### config.mk
export PLATFORM = sky130hd
export DESIGN_NAME = io_rx_framer_flat
export DESIGN_NICKNAME = d
export VERILOG_FILES = /design/src/rtl/io_rx_framer_if.sv /design/src/rtl/io_rx_framer.sv /design/src/flat_wrapper.sv
export SDC_FILE = /design/constraint.sdc
export NUM_CORES = 1
export LEC_CHECK = 0
export CAP_MARGIN = 10
export CORE_MARGIN = 1.5
export CORE_UTILIZATION = 55
export CTS_CLUSTER_DIAMETER = 200
export CTS_CLUSTER_SIZE = 20
export DETAILED_ROUTE_END_ITERATION = 12
export PLACE_DENSITY = 0.83
export SLEW_MARGIN = 20
export SYNTH_ARGS = -nofsm -noshare
export SYNTH_HDL_FRONTEND = slang
export SYNTH_SLANG_ARGS = --single-unit
### constraint.sdc
create_clock -name clk -period 3.8 [get_ports clk]
set_clock_uncertainty 0.2 [all_clocks]
set_input_delay 0.38 -clock clk [delete_from_list [all_inputs] [get_ports clk]]
set_output_delay 0.38 -clock clk [all_outputs]
set_load 0.005 [all_outputs]
### src/rtl/io_rx_framer_if.sv
// Output stream of the receive framer: committed payload bytes toward the
// demodulator core over a valid/ready handshake.
//   out_data  : payload byte (show-ahead)
//   out_last  : last byte of a frame
//   out_valid : committed byte available
//   out_ready : consumer accepts the byte when out_valid & out_ready
// master = framer side, slave = consumer side.
interface io_rx_framer_if;
  logic [7:0] out_data;
  logic       out_last;
  logic       out_valid;
  logic       out_ready;

  modport master (output out_data, output out_last, output out_valid, input out_ready);
  modport slave  (input out_data, input out_last, input out_valid, output out_ready);
endinterface

### src/rtl/io_rx_framer.sv
// Receive-side framer. Hunts for SYNC_BYTE, reads a length byte and the
// payload (plus an XOR checksum byte when RX_CHKSUM_EN is defined), stores
// the frame in a store-and-forward FIFO and only releases frames that were
// committed. Uncommitted bytes are rolled back on any error or abort.
//
// Optional feature macro: RX_CHKSUM_EN (checksum byte and CHK state).
//
// Ports:
//   clk, rst   : clock, synchronous active-high reset
//   mode_sel   : 1 = RX active, 0 = framer idle (aborts any frame in flight)
//   demo_data  : byte from the IO bus interface
//   sample_en  : one-cycle strobe, demo_data holds a new byte
//   bus        : committed payload stream (io_rx_framer_if.master)
//   frame_ok   : one-cycle pulse, frame committed
//   frame_err  : one-cycle pulse, frame discarded
//   overflow   : sticky, a frame was dropped for lack of FIFO space
//   busy       : framer is in any state other than HUNT
module io_rx_framer #(
  parameter logic [7:0]  SYNC_BYTE  = 8'hA5,
  parameter int unsigned FIFO_DEPTH = 16,
  parameter int unsigned MAX_LEN    = 15,
  parameter int unsigned TIMEOUT    = 255
) (
  input  logic                  clk,
  input  logic                  rst,
  input  logic                  mode_sel,
  input  logic [7:0]            demo_data,
  input  logic                  sample_en,
  io_rx_framer_if.master        bus,
  output logic                  frame_ok,
  output logic                  frame_err,
  output logic                  overflow,
  output logic                  busy
);

  localparam int unsigned PW = $clog2(FIFO_DEPTH);
  localparam int unsigned AW = PW + 1;
  localparam int unsigned FW = AW + 1;
  localparam int unsigned TW = $clog2(TIMEOUT + 1);

  localparam logic [1:0] ST_HUNT    = 2'd0;
  localparam logic [1:0] ST_LEN     = 2'd1;
  localparam logic [1:0] ST_PAYLOAD = 2'd2;
`ifdef RX_CHKSUM_EN
  localparam logic [1:0] ST_CHK     = 2'd3;
`endif

  logic [1:0]    state, state_n;
  logic [AW-1:0] wr_ptr, wr_n;
  logic [AW-1:0] commit_ptr, commit_n;
  logic [AW-1:0] rd_ptr, rd_n;
  logic [7:0]    cnt, cnt_n;
  logic [TW-1:0] timer, timer_n;
  logic          ok_n, err_n, ovf_n;
  logic          we;
  logic [8:0]    wdata;
`ifdef RX_CHKSUM_EN
  logic [7:0]    chk, chk_n;
`endif

  logic [8:0]    mem [FIFO_DEPTH];
  logic [8:0]    rd_entry;
  logic [AW-1:0] used;
  logic [FW-1:0] free;
  logic          accept;
  logic          pop;

  assign accept = sample_en & mode_sel;
  assign used   = wr_ptr - rd_ptr;
  assign free   = FW'(FIFO_DEPTH) - {1'b0, used};

  // Show-ahead read side; drains independently of mode_sel.
  assign rd_entry      = mem[rd_ptr[PW-1:0]];
  assign bus.out_data  = rd_entry[7:0];
  assign bus.out_last  = rd_entry[8];
  assign bus.out_valid = (rd_ptr != commit_ptr);
  assign pop           = bus.out_valid & bus.out_ready;

  // Next-state, pointer and pulse logic.
  always_comb begin
    state_n  = state;
    wr_n     = wr_ptr;
    commit_n = commit_ptr;
    rd_n     = rd_ptr + AW'(pop);
    cnt_n    = cnt;
    timer_n  = timer;
    ok_n     = 1'b0;
    err_n    = 1'b0;
    ovf_n    = overflow;
    we       = 1'b0;
    wdata    = {(cnt == 8'd1), demo_data};
`ifdef RX_CHKSUM_EN
    chk_n    = chk;
`endif

    if (!mode_sel) begin
      // Silent abort: drop the frame in flight, keep committed data.
      state_n = ST_HUNT;
      wr_n    = commit_ptr;
      timer_n = '0;
    end else if (state != ST_HUNT && !accept && timer == TW'(TIMEOUT - 1)) begin
      state_n = ST_HUNT;
      wr_n    = commit_ptr;
      timer_n = '0;
      err_n   = 1'b1;
    end else begin
      if (state != ST_HUNT)
        timer_n = accept ? '0 : timer + TW'(1);

      case (state)
        ST_HUNT: begin
          timer_n = '0;
          if (accept && demo_data == SYNC_BYTE)
            state_n = ST_LEN;
        end

        ST_LEN: begin
          if (accept) begin
            if (demo_data == 8'd0 || 32'(demo_data) > MAX_LEN) begin
              state_n = ST_HUNT;
              err_n   = 1'b1;
            end else if (32'(demo_data) > 32'(free)) begin
              state_n = ST_HUNT;
              err_n   = 1'b1;
              ovf_n   = 1'b1;
            end else begin
              state_n = ST_PAYLOAD;
              cnt_n   = demo_data;
`ifdef RX_CHKSUM_EN
              chk_n   = demo_data;
`endif
            end
          end
        end

        ST_PAYLOAD: begin
          if (accept) begin
            we    = 1'b1;
            wr_n  = wr_ptr + AW'(1);
            cnt_n = cnt - 8'd1;
`ifdef RX_CHKSUM_EN
            chk_n = chk ^ demo_data;
            if (cnt == 8'd1)
              state_n = ST_CHK;
`else
            if (cnt == 8'd1) begin
              commit_n = wr_ptr + AW'(1);
              ok_n     = 1'b1;
              state_n  = ST_HUNT;
            end
`endif
          end
        end

`ifdef RX_CHKSUM_EN
        ST_CHK: begin
          if (accept) begin
            state_n = ST_HUNT;
            if (demo_data == chk) begin
              commit_n = wr_ptr;
              ok_n     = 1'b1;
            end else begin
              wr_n  = commit_ptr;
              err_n = 1'b1;
            end
          end
        end
`endif

        default: state_n = ST_HUNT;
      endcase
    end
  end

  // State, pointer and registered status outputs.
  always_ff @(posedge clk) begin
    if (rst) begin
      state      <= ST_HUNT;
      wr_ptr     <= '0;
      commit_ptr <= '0;
      rd_ptr     <= '0;
      cnt        <= '0;
      timer      <= '0;
      frame_ok   <= 1'b0;
      frame_err  <= 1'b0;
      overflow   <= 1'b0;
      busy       <= 1'b0;
`ifdef RX_CHKSUM_EN
      chk        <= '0;
`endif
    end else begin
      state      <= state_n;
      wr_ptr     <= wr_n;
      commit_ptr <= commit_n;
      rd_ptr     <= rd_n;
      cnt        <= cnt_n;
      timer      <= timer_n;
      frame_ok   <= ok_n;
      frame_err  <= err_n;
      overflow   <= ovf_n;
      busy       <= (state_n != ST_HUNT);
`ifdef RX_CHKSUM_EN
      chk        <= chk_n;
`endif
    end
  end

  // Payload storage; pointers alone define validity, so no reset needed.
  always_ff @(posedge clk) begin
    if (we)
      mem[wr_ptr[PW-1:0]] <= wdata;
  end

endmodule

### src/flat_wrapper.sv
// flat-port wrapper written by rule: the top's interface ports become plain ports
module io_rx_framer_flat 
#(
  parameter logic [7:0]  SYNC_BYTE  = 8'hA5,
  parameter int unsigned FIFO_DEPTH = 16,
  parameter int unsigned MAX_LEN    = 15,
  parameter int unsigned TIMEOUT    = 255
)
  (clk, rst, mode_sel, demo_data, sample_en, frame_ok, frame_err, overflow, busy, bus_out_data, bus_out_last, bus_out_valid, bus_out_ready);
  io_rx_framer_if bus_i ();
  input  logic clk;
  input  logic rst;
  input  logic mode_sel;
  input  logic [7:0] demo_data;
  input  logic sample_en;
  output logic frame_ok;
  output logic frame_err;
  output logic overflow;
  output logic busy;
  output wire logic [$bits(bus_i.out_data)-1:0] bus_out_data;
  output wire logic [$bits(bus_i.out_last)-1:0] bus_out_last;
  output wire logic [$bits(bus_i.out_valid)-1:0] bus_out_valid;
  input wire logic [$bits(bus_i.out_ready)-1:0] bus_out_ready;
  assign bus_out_data = bus_i.out_data;
  assign bus_out_last = bus_i.out_last;
  assign bus_out_valid = bus_i.out_valid;
  assign bus_i.out_ready = bus_out_ready;
  io_rx_framer #(.SYNC_BYTE(SYNC_BYTE), .FIFO_DEPTH(FIFO_DEPTH), .MAX_LEN(MAX_LEN), .TIMEOUT(TIMEOUT)) u_core (.clk(clk), .rst(rst), .mode_sel(mode_sel), .demo_data(demo_data), .sample_en(sample_en), .bus(bus_i), .frame_ok(frame_ok), .frame_err(frame_err), .overflow(overflow), .busy(busy));
endmodule
==> qor.yml, run 1 <==
place:
  place.gp.congestion: 0.8505
  placedCellCount: 725
  io_buffers: 26
  pre_cts_ws_ps: 138.7
  dp_hpwl_mm: 11.25
logic_synthesis:
  synth_cell_type_count: 57
  syn_inst: 509
  yosysWarnings: 0
  synth_fp_nets: 544
  netlist_area_um2: 7811
  synth_area_leaders: "edfxtp_1 (55%), mux4_2 (13%), dfxtp_1 (9.5%)"
  synth_edf_count: 144
  postSynth.asyncResetShare_pct: 0
  synth_top_cell_area_share_pct: 55.36
  ys_seq_area_share_pct: 64.84
  synth_top_area_cell: "edfxtp_1"
  synth.avg_cell_area_um2: 15.35
  synthFlopType: "edfxtp_1"
  ys_ff_latch: 181
floorplan:
  start_util_pct: 56.27
  rows: 43
  io_pins: 27
  coreArea_um2: 13880
  die_h_um: 122.2
  dieArea_um2: 14930
  fp.dieW_um: 122.2
layout:
  register_area_um2: 5067
  multi_input_area_um2: 2587
  final_cell_mix: "edfxtp_1 (144), nor2_1 (51), mux4_2 (45)"
  final_cells: 757
  fin_nets: 599
  synthToLayoutAreaGrowth_pct: 15.52
  drive_above_1_share_pct: 20.62
  mostFrequentLayoutCell: "edfxtp_1"
  fill_cells: 934
  fin_util_pct: 65.01
  antenna_cells: 0
sta:
  hold_viol: 0
  maxSlewViolCount: 0
  min_period_over_period_pct: 97.82
  timing.final.ws_setup_ps: 82.96
  fin_setup_tns_ps: 0
  worst_slew_pin_slew_ps: 761.2
  min_period_ps: 3717
  fmax_ghz: 0.2690
  finalSetupViolCount: 0
  slew_headroom_pct: 49.25
  rsz0062_at_grt: "yes"
power_and_ir_drop:
  leakage_nw: 2.993
  clockPowerShare_pct: 43.0
  internal_power_mw: 3.154
  seqPwrFrac_pct: 54.0
  power_frac_comb_pct: 3.0
  powerDensity_nw_per_um2: 441.6
  total_power_mw: 3.985
  vdd_drop_max_v: 0.0003037
  switching_share_pct: 20.84
  p_switching_mw: 0.8307
critical_path:
  cp-end-kind: "flip-flop"
  cp.arrival_ps: 3810
  required_ps: 3890
  critPathKind: "reg2reg"
  start_kind: "flip-flop"
  crit_fanout: 9
drt:
  viasPerCell: 6.218
  num_vias: 4707
  dr.pass1.iters: 5
  finalWirelength_mm: 17.16
  wl_per_cell_um: 22.66
  drc: 0
  ant_nets: 0
  drt_iter0_drc: 581
clocking:
  htree_levels: 4
  cts_tree: "yes"
  clock_latency_ps: 420
  holdBufCountCts: 0
  clock_sinks: 181
  clk_pin_slew_ps: 60
  clock_path_buffers: 2
  clockRootBuffer: "clkbuf_16"
  cts_inserted_buffers: 17
outcome:
  outcome: "completed"
worst_hold_path:
  hold_class: "reg2reg"
global_route:
  first_global_vias: 4561
  grt_pass1_wl_mm: 25.91
  antenna_found_initial: 0
  track_usage_pct: 24.41
  grt.overflow.total: 0
  grt_max_degree: 40
job:
  cap_violations: 0
[power by group through the flow]
stage / combinational [mW] / clock [mW] / sequential (mW)
final: 0.118 / 1.71 / 2.15
after global routing: 0.128 / 1.81 / 2.15
after CTS: 0.115 / 1.74 / 2.15
after detailed placement: 0.114 / 0 / 2.20
after global placement: 0.109 / 0 / 2.20
after floorplan: 0.0526 / 0 / 2.19
[state kept, by name (all words and copies together), names as in the netlist]
signal             cells
u_core.overflow        1
u_core.mem           144
u_core.commit_ptr      5
u_core.state           2
u_core.frame_ok        1
u_core.timer           8
u_core.rd_ptr          5
u_core.cnt             8
u_core.wr_ptr          5
u_core.frame_err       1
u_core.busy            1
[final cells by class]
| type | count | share of cell area (%) |
|---|---|---|
| Sequential cell | 181 | 56.16 |
| Multi-Input combinational cell | 290 | 28.67 |
| Timing Repair Buffer | 59 | 5.630 |
| Clock buffer | 17 | 4.714 |
| Tap cell | 180 | 2.496 |
| Clock inverter | 15 | 1.705 |
| Inverter | 15 | 0.6240 |
[per-stage QoR]
step	hold WS, ps	instance area (um^2)
2_1_floorplan	252.5	7816
3_3_place_gp	267.0	8443
3_5_place_dp	264.8	8443
4_1_cts	284.8	9022
5_1_grt	321.7	9024
6_report	284.3	9024
[logic make-up after synthesis]
logic type / Yosys count / share of synthesized area (%)
xor+xnor: 24 / 2.691
flops: 181 / 64.84
simple gates: 137 / 8.425
mux: 46 / 13.10
fa+ha+maj: 22 / 3.620
buf+inv: 38 / 2.050
compound gates: 61 / 5.270
[routing by layer]
layer | routed length [um] | global-route usage [%] | part of all wire, % | vias to the layer above
li1 | - | - | - | 2092
met1 | 7037 | 32.79 | 41 | 2358
met2 | 8628 | 40.03 | 50 | 233
met3 | 1277 | 6.086 | 7.4 | 24
met4 | 212 | 6.831 | 1.2 | 0
met5 | 0 | 0 | 0 | -
[path summary, 6_finish.rpt]
check | start | endpoint | slack (ps) | cells after the start
worst max-delay path | u_core.wr_ptr[1] | u_core.cnt[5] | 80 | 12
worst min-delay path | u_core.overflow | u_core.overflow | 280 | 2
worst max register to register | u_core.wr_ptr[1] | u_core.cnt[5] | 80 | 12
worst min register to register | u_core.overflow | u_core.overflow | 280 | 2
[worst max-delay path, stage by stage, from the launching register on]
cell and delay, ps:
dfxtp_1 440, ha_1 270, nor2b_1 130, o21a_1 180
or3_1 340, and2_1 190, o21ai_0 220, ha_1 300
a2111oi_0 460, o21ai_1 190, o21a_2 330, o2111ai_1 200
o311ai_1 120
[synth_stat cells (2+ instances only)]
library cell	count
and4b_1	2
o32ai_1	2
inv_1	13
ha_1	21
clkbuf_1	10
buf_2	7
xnor2_1	12
nand2_1	27
and3_1	2
o2111ai_1	2
a221oi_1	3
dfxtp_1	37
o211ai_1	3
a31oi_1	2
buf_1	4
o211a_1	2
nor3_1	7
nand3_1	16
nand4_1	5
nor4_1	4
nor2b_1	5
o21a_1	2
o21ai_0	10
mux4_2	45
or3_1	2
nor2_1	51
or4_1	2
a21oi_1	21
edfxtp_1	144
nand2b_1	5
inv_2	2
xor2_1	12
and2_1	3
[repair_timing]
action	4_1_cts	5_1_grt
endpoints found under the setup margin	0	10
resized for setup	0	4
setup buffers	0	0
endpoints found under the hold margin	0	0
No activity file was read; power rests on OpenSTA's default activity.
==> run 2, diff against run 1 <==
--- a/config.mk
+++ b/config.mk
@@ -7,11 +7,11 @@
 export LEC_CHECK = 0
 export CAP_MARGIN = 10
 export CORE_MARGIN = 1.5
-export CORE_UTILIZATION = 55
+export CORE_UTILIZATION = 65
 export CTS_CLUSTER_DIAMETER = 200
 export CTS_CLUSTER_SIZE = 20
 export DETAILED_ROUTE_END_ITERATION = 12
-export PLACE_DENSITY = 0.83
+export PLACE_DENSITY = 0.91
 export SLEW_MARGIN = 20
 export SYNTH_ARGS = -nofsm -noshare
 export SYNTH_HDL_FRONTEND = slang
==> constraint.sdc (replaced) <==
create_clock -name clk -period 4.35 [get_ports clk]
set_clock_uncertainty 0.2 [all_clocks]
set_input_delay 0.435 -clock clk [delete_from_list [all_inputs] [get_ports clk]]
set_output_delay 0.435 -clock clk [all_outputs]
set_load 0.005 [all_outputs]
==> qor.yml, run 2 (synthesis results as in run 1) <==
global_route:
  grt_pass1_wl_mm: 28.09  # +8.4%
  first_global_vias: 4968  # +8.9%
  grt.overflow.total: 0  # unchanged
  track_usage_pct: 30.75  # +6.3 points
  antenna_found_initial: 0  # unchanged
  grt_max_degree: 40  # unchanged
drt:
  drt_iter0_drc: 704  # +21%
  viasPerCell: 6.912  # +11%
  dr.pass1.iters: 5  # unchanged
  wl_per_cell_um: 25.90  # +14%
  num_vias: 4880  # +3.7%
  drc: 0  # unchanged
  ant_nets: 0  # unchanged
  finalWirelength_mm: 18.29  # +6.6%
clocking:
  clock_path_buffers: 2  # unchanged
  clk_pin_slew_ps: 70  # about the same
  clockRootBuffer: "clkbuf_16"
  holdBufCountCts: 0  # unchanged
  clock_sinks: 181  # unchanged
  cts_tree: "yes"
  post_cts_resized: 0  # unchanged
  cts_setup_buffers: 0  # unchanged
  clock_latency_ps: 430  # about the same
  htree_levels: 4  # unchanged
  cts_inserted_buffers: 17  # unchanged
sta:
  min_period_ps: 4029  # +312.3 ps
  slew_headroom_pct: 28.99  # -20 points
  min_period_over_period_pct: 92.63  # -5.2 points
  maxSlewViolCount: 0  # unchanged
  worst_slew_pin_slew_ps: 1061  # +300.1 ps
  hold_viol: 0  # unchanged
  fin_setup_tns_ps: 0  # unchanged
  rsz0062_at_grt: "no"
  finalSetupViolCount: 0  # unchanged
  fmax_ghz: 0.2482  # -7.8%
critical_path:
  critPathKind: "reg2reg"
  required_ps: 4470  # +580 ps
  crit_fanout: 9  # unchanged
  start_kind: "flip-flop"
  cp.arrival_ps: 4140  # +330 ps
  cp-end-kind: "flip-flop"
layout:
  mostFrequentLayoutCell: "edfxtp_1"
  drive_above_1_share_pct: 18.47  # -2.2 points
  final_cell_mix: "edfxtp_1 (144), nor2_1 (51), mux4_2 (45)"
  final_cells: 706  # -6.7%
  largest_register_ffs: 144  # unchanged
  antenna_cells: 0  # unchanged
  synthToLayoutAreaGrowth_pct: 13.98
  fin_util_pct: 76.99  # +12 points
  fin_nets: 586  # -2.2%
place:
  dp_hpwl_mm: 11.21  # -0.36%
  placedCellCount: 675  # -6.9%
  place.gp.congestion: 0.9049  # +6.4%
  io_buffers: 26  # unchanged
floorplan:
  start_util_pct: 67.54  # +11 points
  rows: 39  # -9.3%
  fp.dieW_um: 112.6  # -7.8%
  die_h_um: 112.6  # -7.8%
  io_pins: 27  # unchanged
  dieArea_um2: 12680  # -15%
  coreArea_um2: 11560  # -17%
power_and_ir_drop:
  vdd_drop_max_v: 0.0002400  # -21%
  powerDensity_nw_per_um2: 398.3  # -9.8%
  leakage_nw: 2.940  # -1.7%
job:
  cap_violations: 0  # unchanged
worst_hold_path:
  hold_class: "reg2reg"
outcome:
  outcome: "completed"
## run 2: stage by stage
stage | total power [mW] | hold WS, ps | setup WS [ps] | instance area [um^2]
finish | 3.546 | 287.9 | 320.7 | 8904
CTS | 3.547 | 290.1 | 439.5 | 8904
global placement | 2.009 | 266.6 | 742.7 | 8299
floorplan | 1.960 | 252.5 | 265.1 | 7811
detailed placement | 2.015 | 273.3 | 428.2 | 8299
global route | 3.632 | 311.6 | 134.9 | 8904
## run 2: worst paths after layout
kind	start	to	slack (ps)	depth (start not counted)
max	u_core.wr_ptr[0]	u_core.cnt[7]	320	14
min	u_core.overflow	u_core.overflow	290	2
max reg2reg	u_core.wr_ptr[0]	u_core.cnt[7]	320	14
min reg2reg	u_core.overflow	u_core.overflow	290	2
## run 2: worst max-delay path, stage by stage, from the launching register on
cell and delay [ps]:
dfxtp_1 450, inv_1 120, ha_1 220, fa_1 420
inv_1 90, a21o_1 120, a21oi_1 80, xnor2_1 300
o21ai_0 180, ha_1 350, nand4_1 110, a211oi_1 350
o21a_1 380, o21ai_0 170, a221o_1 360
## run 2: layout make-up
class | instances | area [um^2]
flip-flops and latches | 181 | 5067
repair buffers | 46 | 410.4
clock buffers | 17 | 425.4
well taps | 143 | 178.9
multi-input cells | 290 | 2586
fillers | 614 | 2661
clock inverters | 14 | 178.9
inverters | 15 | 56.30
## run 2: metal layers
metal | share of wire [%] | global-route usage, %
met1 | 36 | 39.70
met2 | 50 | 50.20
met3 | 9.7 | 6.965
met4 | 4.2 | 14.60
met5 | 0 | 0
## run 2: report_power, final
part | switching, mW | leakage [nW] | internal [mW] | total, mW
clock | 0.652 | 0.292 | 0.909 | 1.56
sequential | 0.00706 | 1.59 | 1.88 | 1.88
combinational | 0.0728 | 1.05 | 0.0302 | 0.103
